===== src/rtl/iob_sp_ram_ctrl_pkg.sv =====
// Shared definitions for the single-port RAM controller: state encoding and
// the state enum. The RMW_WR state only exists when IOB_SP_RAM_CTRL_RMW_EN
// is defined.
package iob_sp_ram_ctrl_pkg;

  localparam int ST_W = 3;

  localparam logic [ST_W-1:0] ST_IDLE    = 3'd0;
  localparam logic [ST_W-1:0] ST_RD      = 3'd1;
  localparam logic [ST_W-1:0] ST_RD_WAIT = 3'd2;
  localparam logic [ST_W-1:0] ST_WR      = 3'd3;
`ifdef IOB_SP_RAM_CTRL_RMW_EN
  localparam logic [ST_W-1:0] ST_RMW_WR  = 3'd4;
`endif
  localparam logic [ST_W-1:0] ST_RESP    = 3'd5;

  typedef enum logic [ST_W-1:0] {
    IDLE    = ST_IDLE,
    RD      = ST_RD,
    RD_WAIT = ST_RD_WAIT,
    WR      = ST_WR,
`ifdef IOB_SP_RAM_CTRL_RMW_EN
    RMW_WR  = ST_RMW_WR,
`endif
    RESP    = ST_RESP
  } state_t;

endpackage


===== src/rtl/iob_strb_merge.sv =====
// Byte-lane merge: each byte comes from new_data where its strobe is set,
// otherwise from old_data. Purely combinational.
module iob_strb_merge #(
  parameter int DATA_W = 32
) (
  input  logic [DATA_W-1:0]   old_data,
  input  logic [DATA_W-1:0]   new_data,
  input  logic [DATA_W/8-1:0] strb,
  output logic [DATA_W-1:0]   merged
);

  // Start from the old word and overwrite the strobed byte lanes.
  always_comb begin
    merged = old_data;
    for (int i = 0; i < DATA_W / 8; i++) begin
      if (strb[i]) merged[8*i +: 8] = new_data[8*i +: 8];
    end
  end

endmodule


===== src/rtl/iob_sp_ram_ctrl.sv =====
// Single-port synchronous RAM controller. One request is accepted in IDLE,
// its fields are latched, and a fixed-latency sequence drives the RAM.
// Fixed latencies (accepting edge to ready cycle): read 3, full write 2,
// read-modify-write 4.
// Handshake: valid is sampled only in IDLE; the request is accepted on that
// rising edge and all other inputs are ignored until IDLE is reached again.
// ready is a single-cycle completion pulse; rdata is valid while ready=1 and
// held until the next read capture.
// Build option: define IOB_SP_RAM_CTRL_RMW_EN for partial-strobe
// read-modify-write; otherwise any nonzero strobe is a full-word write.
module iob_sp_ram_ctrl
  import iob_sp_ram_ctrl_pkg::*;
#(
  parameter int DATA_W = 32,
  parameter int ADDR_W = 14
) (
  input  logic                clk,
  input  logic                rst,
  input  logic                valid,
  input  logic [ADDR_W-1:0]   addr,
  input  logic [DATA_W-1:0]   wdata,
  input  logic [DATA_W/8-1:0] wstrb,
  output logic [DATA_W-1:0]   rdata,
  output logic                ready,
  output logic                ram_en,
  output logic                ram_we,
  output logic [ADDR_W-1:0]   ram_addr,
  output logic [DATA_W-1:0]   ram_din,
  input  logic [DATA_W-1:0]   ram_dout,
  output logic [ST_W-1:0]     dbg_state
);

  state_t              state_q, state_d;
  logic [ADDR_W-1:0]   addr_q, addr_d;
  logic [DATA_W-1:0]   wdata_q, wdata_d;
  logic [DATA_W-1:0]   rdata_q, rdata_d;
  logic                accept;

  assign accept = (state_q == IDLE) && valid;

`ifdef IOB_SP_RAM_CTRL_RMW_EN
  localparam int STRB_W = DATA_W / 8;

  logic [STRB_W-1:0]   strb_q, strb_d;
  logic                rmw_q, rmw_d;
  logic [DATA_W-1:0]   merged;

  iob_strb_merge #(
    .DATA_W (DATA_W)
  ) u_merge (
    .old_data (rdata_q),
    .new_data (wdata_q),
    .strb     (strb_q),
    .merged   (merged)
  );
`endif

  // State register; reset aborts any in-flight request.
  always_ff @(posedge clk or posedge rst) begin
    if (rst) state_q <= IDLE;
    else     state_q <= state_d;
  end

  // Next-state: read, full write or (optionally) read-modify-write sequence.
  always_comb begin
    state_d = state_q;
    unique case (state_q)
      IDLE: begin
        if (valid) begin
          if (wstrb == '0) state_d = RD;
`ifdef IOB_SP_RAM_CTRL_RMW_EN
          else if (&wstrb) state_d = WR;
          else             state_d = RD;
`else
          else             state_d = WR;
`endif
        end
      end
      RD:      state_d = RD_WAIT;
`ifdef IOB_SP_RAM_CTRL_RMW_EN
      RD_WAIT: state_d = rmw_q ? RMW_WR : RESP;
      RMW_WR:  state_d = RESP;
`else
      RD_WAIT: state_d = RESP;
`endif
      WR:      state_d = RESP;
      RESP:    state_d = IDLE;
      default: state_d = IDLE;
    endcase
  end

  // Moore outputs: decoded from state and latched request fields only.
  always_comb begin
    ready   = 1'b0;
    ram_en  = 1'b0;
    ram_we  = 1'b0;
    ram_din = wdata_q;
    unique case (state_q)
      RD: ram_en = 1'b1;
      WR: begin
        ram_en = 1'b1;
        ram_we = 1'b1;
      end
`ifdef IOB_SP_RAM_CTRL_RMW_EN
      RMW_WR: begin
        ram_en  = 1'b1;
        ram_we  = 1'b1;
        ram_din = merged;
      end
`endif
      RESP:    ready = 1'b1;
      default: ;
    endcase
  end

  // Request latches load on acceptance; read data loads in RD_WAIT.
  always_comb begin
    addr_d  = accept ? addr  : addr_q;
    wdata_d = accept ? wdata : wdata_q;
    rdata_d = (state_q == RD_WAIT) ? ram_dout : rdata_q;
  end

`ifdef IOB_SP_RAM_CTRL_RMW_EN
  // Strobe latch and RMW flag (partial, nonzero strobe).
  always_comb begin
    strb_d = accept ? wstrb : strb_q;
    rmw_d  = accept ? ((wstrb != '0) && !(&wstrb)) : rmw_q;
  end

  // RMW request registers.
  always_ff @(posedge clk or posedge rst) begin
    if (rst) begin
      strb_q <= '0;
      rmw_q  <= 1'b0;
    end else begin
      strb_q <= strb_d;
      rmw_q  <= rmw_d;
    end
  end
`endif

  // Datapath registers; cleared so every RAM-side output reads 0 in reset.
  always_ff @(posedge clk or posedge rst) begin
    if (rst) begin
      addr_q  <= '0;
      wdata_q <= '0;
      rdata_q <= '0;
    end else begin
      addr_q  <= addr_d;
      wdata_q <= wdata_d;
      rdata_q <= rdata_d;
    end
  end

  assign ram_addr  = addr_q;
  assign rdata     = rdata_q;
  assign dbg_state = state_q;

endmodule


===== config.mk =====
export PLATFORM = sky130hd
export DESIGN_NAME = iob_sp_ram_ctrl
export DESIGN_NICKNAME = d
export VERILOG_FILES = /design/src/rtl/iob_sp_ram_ctrl_pkg.sv /design/src/rtl/iob_strb_merge.sv /design/src/rtl/iob_sp_ram_ctrl.sv
export SDC_FILE = /design/constraint.sdc
export NUM_CORES = 1
export LEC_CHECK = 0
export ABC_AREA = 1
export BUFFER_PORTS_ARGS = -buffer_cell sky130_fd_sc_hd__buf_2
export CORE_MARGIN = 2
export CORE_UTILIZATION = 48
export DETAILED_ROUTE_END_ITERATION = 10
export PLACE_DENSITY = 0.82
export SKIP_CTS_REPAIR_TIMING = 1
export SYNTH_ARGS = -nofsm -noshare
export SYNTH_HDL_FRONTEND = slang
export SYNTH_SLANG_ARGS = --single-unit

===== constraint.sdc =====
create_clock -name clk -period 5.3 [get_ports clk]
set_input_delay 0.53 -clock clk [delete_from_list [all_inputs] [get_ports clk]]
set_output_delay 0.53 -clock clk [all_outputs]
set_load 0.1 [all_outputs]

# [Yosys cells after proc, flatten, opt, wreduce, memory -nomap -nowiden]
# Index checks and enable logic that the tools add are counted.
[op_classes] div=0 eq_ne=5 reduce_logical=5 muxes=6 magnitude_cmp=0 n_addsub=0 n_bitwise=0 n_shift=0 mul=0
[ops] operator="one-hot mux 3 bit (3 select lines)" count=1
[ops] operator="equality test 3 x 2 -> 1 bit, second input constant" count=2
[ops] operator="zero test 4 bit" count=1
[ops] operator="OR reduction 2 bit" count=2
[ops] operator="equality test 3 x 1 -> 1 bit, second input constant" count=1
[ops] operator="equality test 3 bit, second input constant" count=1
[ops] operator="zero test 3 bit" count=1
[ops] operator="2-to-1 mux 1 bit" count=3
[ops] operator="2-to-1 mux 3 bit" count=1
[ops] operator="2-to-1 mux 2 bit" count=1
[ops] operator="!= test 2 bit, second input constant" count=1
[ops] operator="logical AND 1 bit" count=1
[totals] latchBits=0 n_memories=0 mem_bits_ro=0 word_cells=20 ramBits=0 register_bits=81

# [Longest topological paths before layout]
[logic_depth] word_depth=4 depth_mapped=7

# [Worst setup path after synthesis]
# Ideal clock, no wire load.
[synth_timing] path_kind="register to output" startpoint="register state_q[1], in the netlist dbg_state[1]" endpoint="output ram_en" stages_incl_launch_ff=5 arrival_ns=3.477 slack_ns=1.293 n_path_buf=0 path_cell_list="dfrtp_1 -> inv_2 -> nor2_4 -> inv_1 -> o21ai_0"
[synth_via] elab_chain_len=3 word_cells_on_any_way=4 classes_between="2 x eq/ne; 1 x mux; 1 x reduce/logical"
[synth_rtl] item="start: declaration" line_no="iob_sp_ram_ctrl.sv:33" rtl="state_t state_q, state_d;"
[synth_rtl] item="start signal: assignment" line_no="iob_sp_ram_ctrl.sv:61" rtl="else state_q <= state_d;"
[synth_rtl] item="equality test 3 x 2 -> 1 bit or equality test 3 x 1 -> 1 bit (tied branches)" line_no="iob_sp_ram_ctrl.sv:98" rtl="unique case (state_q)"
[synth_rtl] item="OR reduction 2 bit (no source line) *"
[synth_rtl] item="2-to-1 mux 1 bit *" line_no="iob_sp_ram_ctrl.sv:98"
[synth_rtl] item="end: declaration" line_no="iob_sp_ram_ctrl.sv:25" rtl="output logic ram_en,"
# Mark *: on every way between the ends. The rest lies on a longest branch, timed or not.

# [Final worst setup path]
[layout_timing] startpoint="register state_q[0], in the netlist dbg_state[0]" endpoint="register wdata_q[25], in the netlist ram_din[25]"
[layout_via] elab_chain_len=2
[layout_rtl] item="zero test 3 bit" line_no="iob_sp_ram_ctrl.sv:39" rtl="assign accept = (state_q == IDLE) && valid;"
[layout_rtl] item="logical AND 1 bit" line_no="iob_sp_ram_ctrl.sv:39"
[layout_rtl] item="end signal: assignment" line_no="iob_sp_ram_ctrl.sv:150" rtl="wdata_q <= wdata_d;"
[layout_rtl] item="end: declaration" line_no="iob_sp_ram_ctrl.sv:35" rtl="logic [DATA_W-1:0] wdata_q, wdata_d;"
# Every way passes these cells.
# A chain may end at the register's enable or synchronous reset.

==> reports/qor.yml <==
setup_path:
  r2r_cells: 6
  crit_required_ps: 5520
  r2r-end: "ram_din[25]$_DFFE_PP0P_"
  crit_buf_inv: 1
  cp_top_family: "simple AND/OR/NAND/NOR gates"
  start_kind: "flip-flop"
  path_cells: "inv_2 -> nand2_2 -> nor2_4 -> nand2_4 -> nand2_1 -> nand2_1"
  cp_max_fo: 49
  r2r_slack_ps: 2460
  crit_path_end_kind: "flip-flop"
  cp_slowest_cell: "nor2_4"
  slowest_delay_ps: 840
  r2r_start: "dbg_state[0]$_DFFE_PP0P_"
  crit_top_cell: "nand2_1"
  critical_path_class: "flip-flop to flip-flop"
  worstPathArrival_ps: 3060
layout:
  ff_latch_area_um2: 2030
  multi_input_area_um2: 1070
  final_cell_mix: "168 x buf_2, 159 x nand2_1, 81 x dfrtp_1"
  syn2layout_area_growth_pct: 31.8
  fin_area_um2: 4280
  fin_nets: 602
  final_common_cell: "buf_2"
  fillers: 562
  n_antenna_cell: 0
  layout-drive-gt1-share: 0.369
synth:
  synthDistinctLibCells: 17
  synthFlopType: "dfrtp_1"
  yosysWarnings: 0
  async_flop_share: 1.00
  synth.net_count: 445
  synthCells: 360
  synth_area_um2: 3250
  synth_area_leader_cell: "dfrtp_1"
  synth-edff-count: 0
  yosys-top-cells-area: "dfrtp_1 62%, nand2_1 18%, nand3_1 12%, buf_2 2.0%, buf_6 1.0%"
  seq_area_frac_synth: 0.625
  syn_area_per_cell_um2: 9.02
  synth_seq_cells: 81
  synth_top_area_frac: 0.625
drt:
  wire_per_inst_um: 13.6
  firstDrtPassIters: 6
  vias_per_cell: 5.02
  num_vias: 3001
  routed_wl_mm: 8.14
  drc: 0
  drtIter0Drc: 110
  drtAntennaViolNets: 0
grt:
  grt_first_pass_wirelength_mm: 13.0
  grt_pass1_vias: 2886
  grt_max_degree: 82
  antenna_found_initial: 0
  track_usage: 0.221
  grt.overflow.total: 0
min_path:
  hold_path_class: "primary input to flip-flop"
  hold_path_depth: 3
  hold_start: "addr[2]"
  hold_end: "ram_addr[2]$_DFFE_PP0P_"
timing:
  skew_ps: 7.40
  hold_slack_ps: 415
  post-route-period-util: 0.536
  slew_headroom: 0.281
  max_freq_ghz: 0.352
  tightest_slew_ps: 1080
  tns_ps: 0
  period_needed_ps: 2840
  final-hold-violation-count: 0
  setup_viol: 0
  rsz0062_at_grt: "false"
  drv_slew: 0
die:
  die_area_um2: 7440
  pin_count: 169
  initial_utilization: 0.503
  coreArea_um2: 6460
  rows: 29
  die_h_um: 86.2
  dieWidth_um: 86.2
clocking:
  cts.clk_slew.worst_paths_ps: 80
  cts-buffers-inserted: 9
  clk_path_buf_depth: 2
  cts_root_buffer: "clkbuf_8"
  clock_latency_ps: 330
  cts_tree: "built"
  cts_num_sinks: 81
  htreeDepth: 3
run_status:
  status: "finished clean"
place:
  dpl-instance-area_um2: 4060
  gp_congestion: 0.822
  port_buffers: 168
  hpwl_mm: 5.51
job:
  cap_viol_max_count: 0
worst min-delay path, cell delays in order:
cell     delay [ps]
buf_2            70
nand3_1          60
nand2_1          60
area by class of cell:
type / instances / share of cell area
clock buffer: 13 / 0.0418
clock inverter: 2 / 0.00819
tap: 77 / 0.0225
timing repair buffer: 169 / 0.198
sequential: 81 / 0.474
inverter: 5 / 0.00468
multi-input combinational: 251 / 0.250
logic make-up (layout without fill, tap and decap cells):
kind of cell / count (synthesis) / after routing / share of synthesized area
AND/OR/NAND/NOR: 249 / 249 / 0.327
flip-flops: 81 / 81 / 0.625
AO/OA/AOI/OAI: 2 / 2 / 0.00308
buffers and inverters: 28 / 189 / 0.0455
stage by stage:
step / std cells / util / setup slack, ps
final: 598 / 0.662 / 2460
after global routing: 598 / 0.662 / 2140
after CTS: 598 / 0.662 / 2470
after detailed placement: 583 / 0.629 / 2500
after global placement: 583 / 0.629 / 2620
after floorplan: 360 / - / 1290
how the worst max path moves through the flow:
stage	end	start	slack, ps	cells after the start
after floorplan	ram_en	dbg_state[1]$_DFFE_PP0P_	1290	4
after global placement	ram_addr[7]$_DFFE_PP0P_	dbg_state[0]$_DFFE_PP0P_	2620	6
after detailed placement	ram_din[25]$_DFFE_PP0P_	dbg_state[0]$_DFFE_PP0P_	2500	6
after CTS	ram_din[25]$_DFFE_PP0P_	dbg_state[0]$_DFFE_PP0P_	2470	6
after global routing	ram_din[18]$_DFFE_PP0P_	dbg_state[0]$_DFFE_PP0P_	2140	6
final	ram_din[25]$_DFFE_PP0P_	dbg_state[0]$_DFFE_PP0P_	2460	6
sequential cells by signal, indices dropped and copies added (netlist names):
signal	count
rdata	32
ram_din	32
ram_addr	14
dbg_state	3
layer usage:
metal  up-vias  part of all wire  track usage
li1       1456                 -            -
met1      1395              0.42        0.278
met2       137              0.47        0.371
met3        13             0.088       0.0571
met4         0             0.017       0.0810
met5         -                 0            0
synthesized netlist by cell type (2+ instances only):
master / n
nand2_1: 159
dfrtp_1: 81
nand3_1: 79
buf_2: 13
nor2_1: 5
buf_1: 3
buf_6: 3
clkbuf_1: 3
inv_2: 3
inv_1: 2
nor2_4: 2
nor3_1: 2
Power is left out: the tool's default activity adds up to more than one toggle a clock period on the data nets, which glitch-free logic cannot reach.
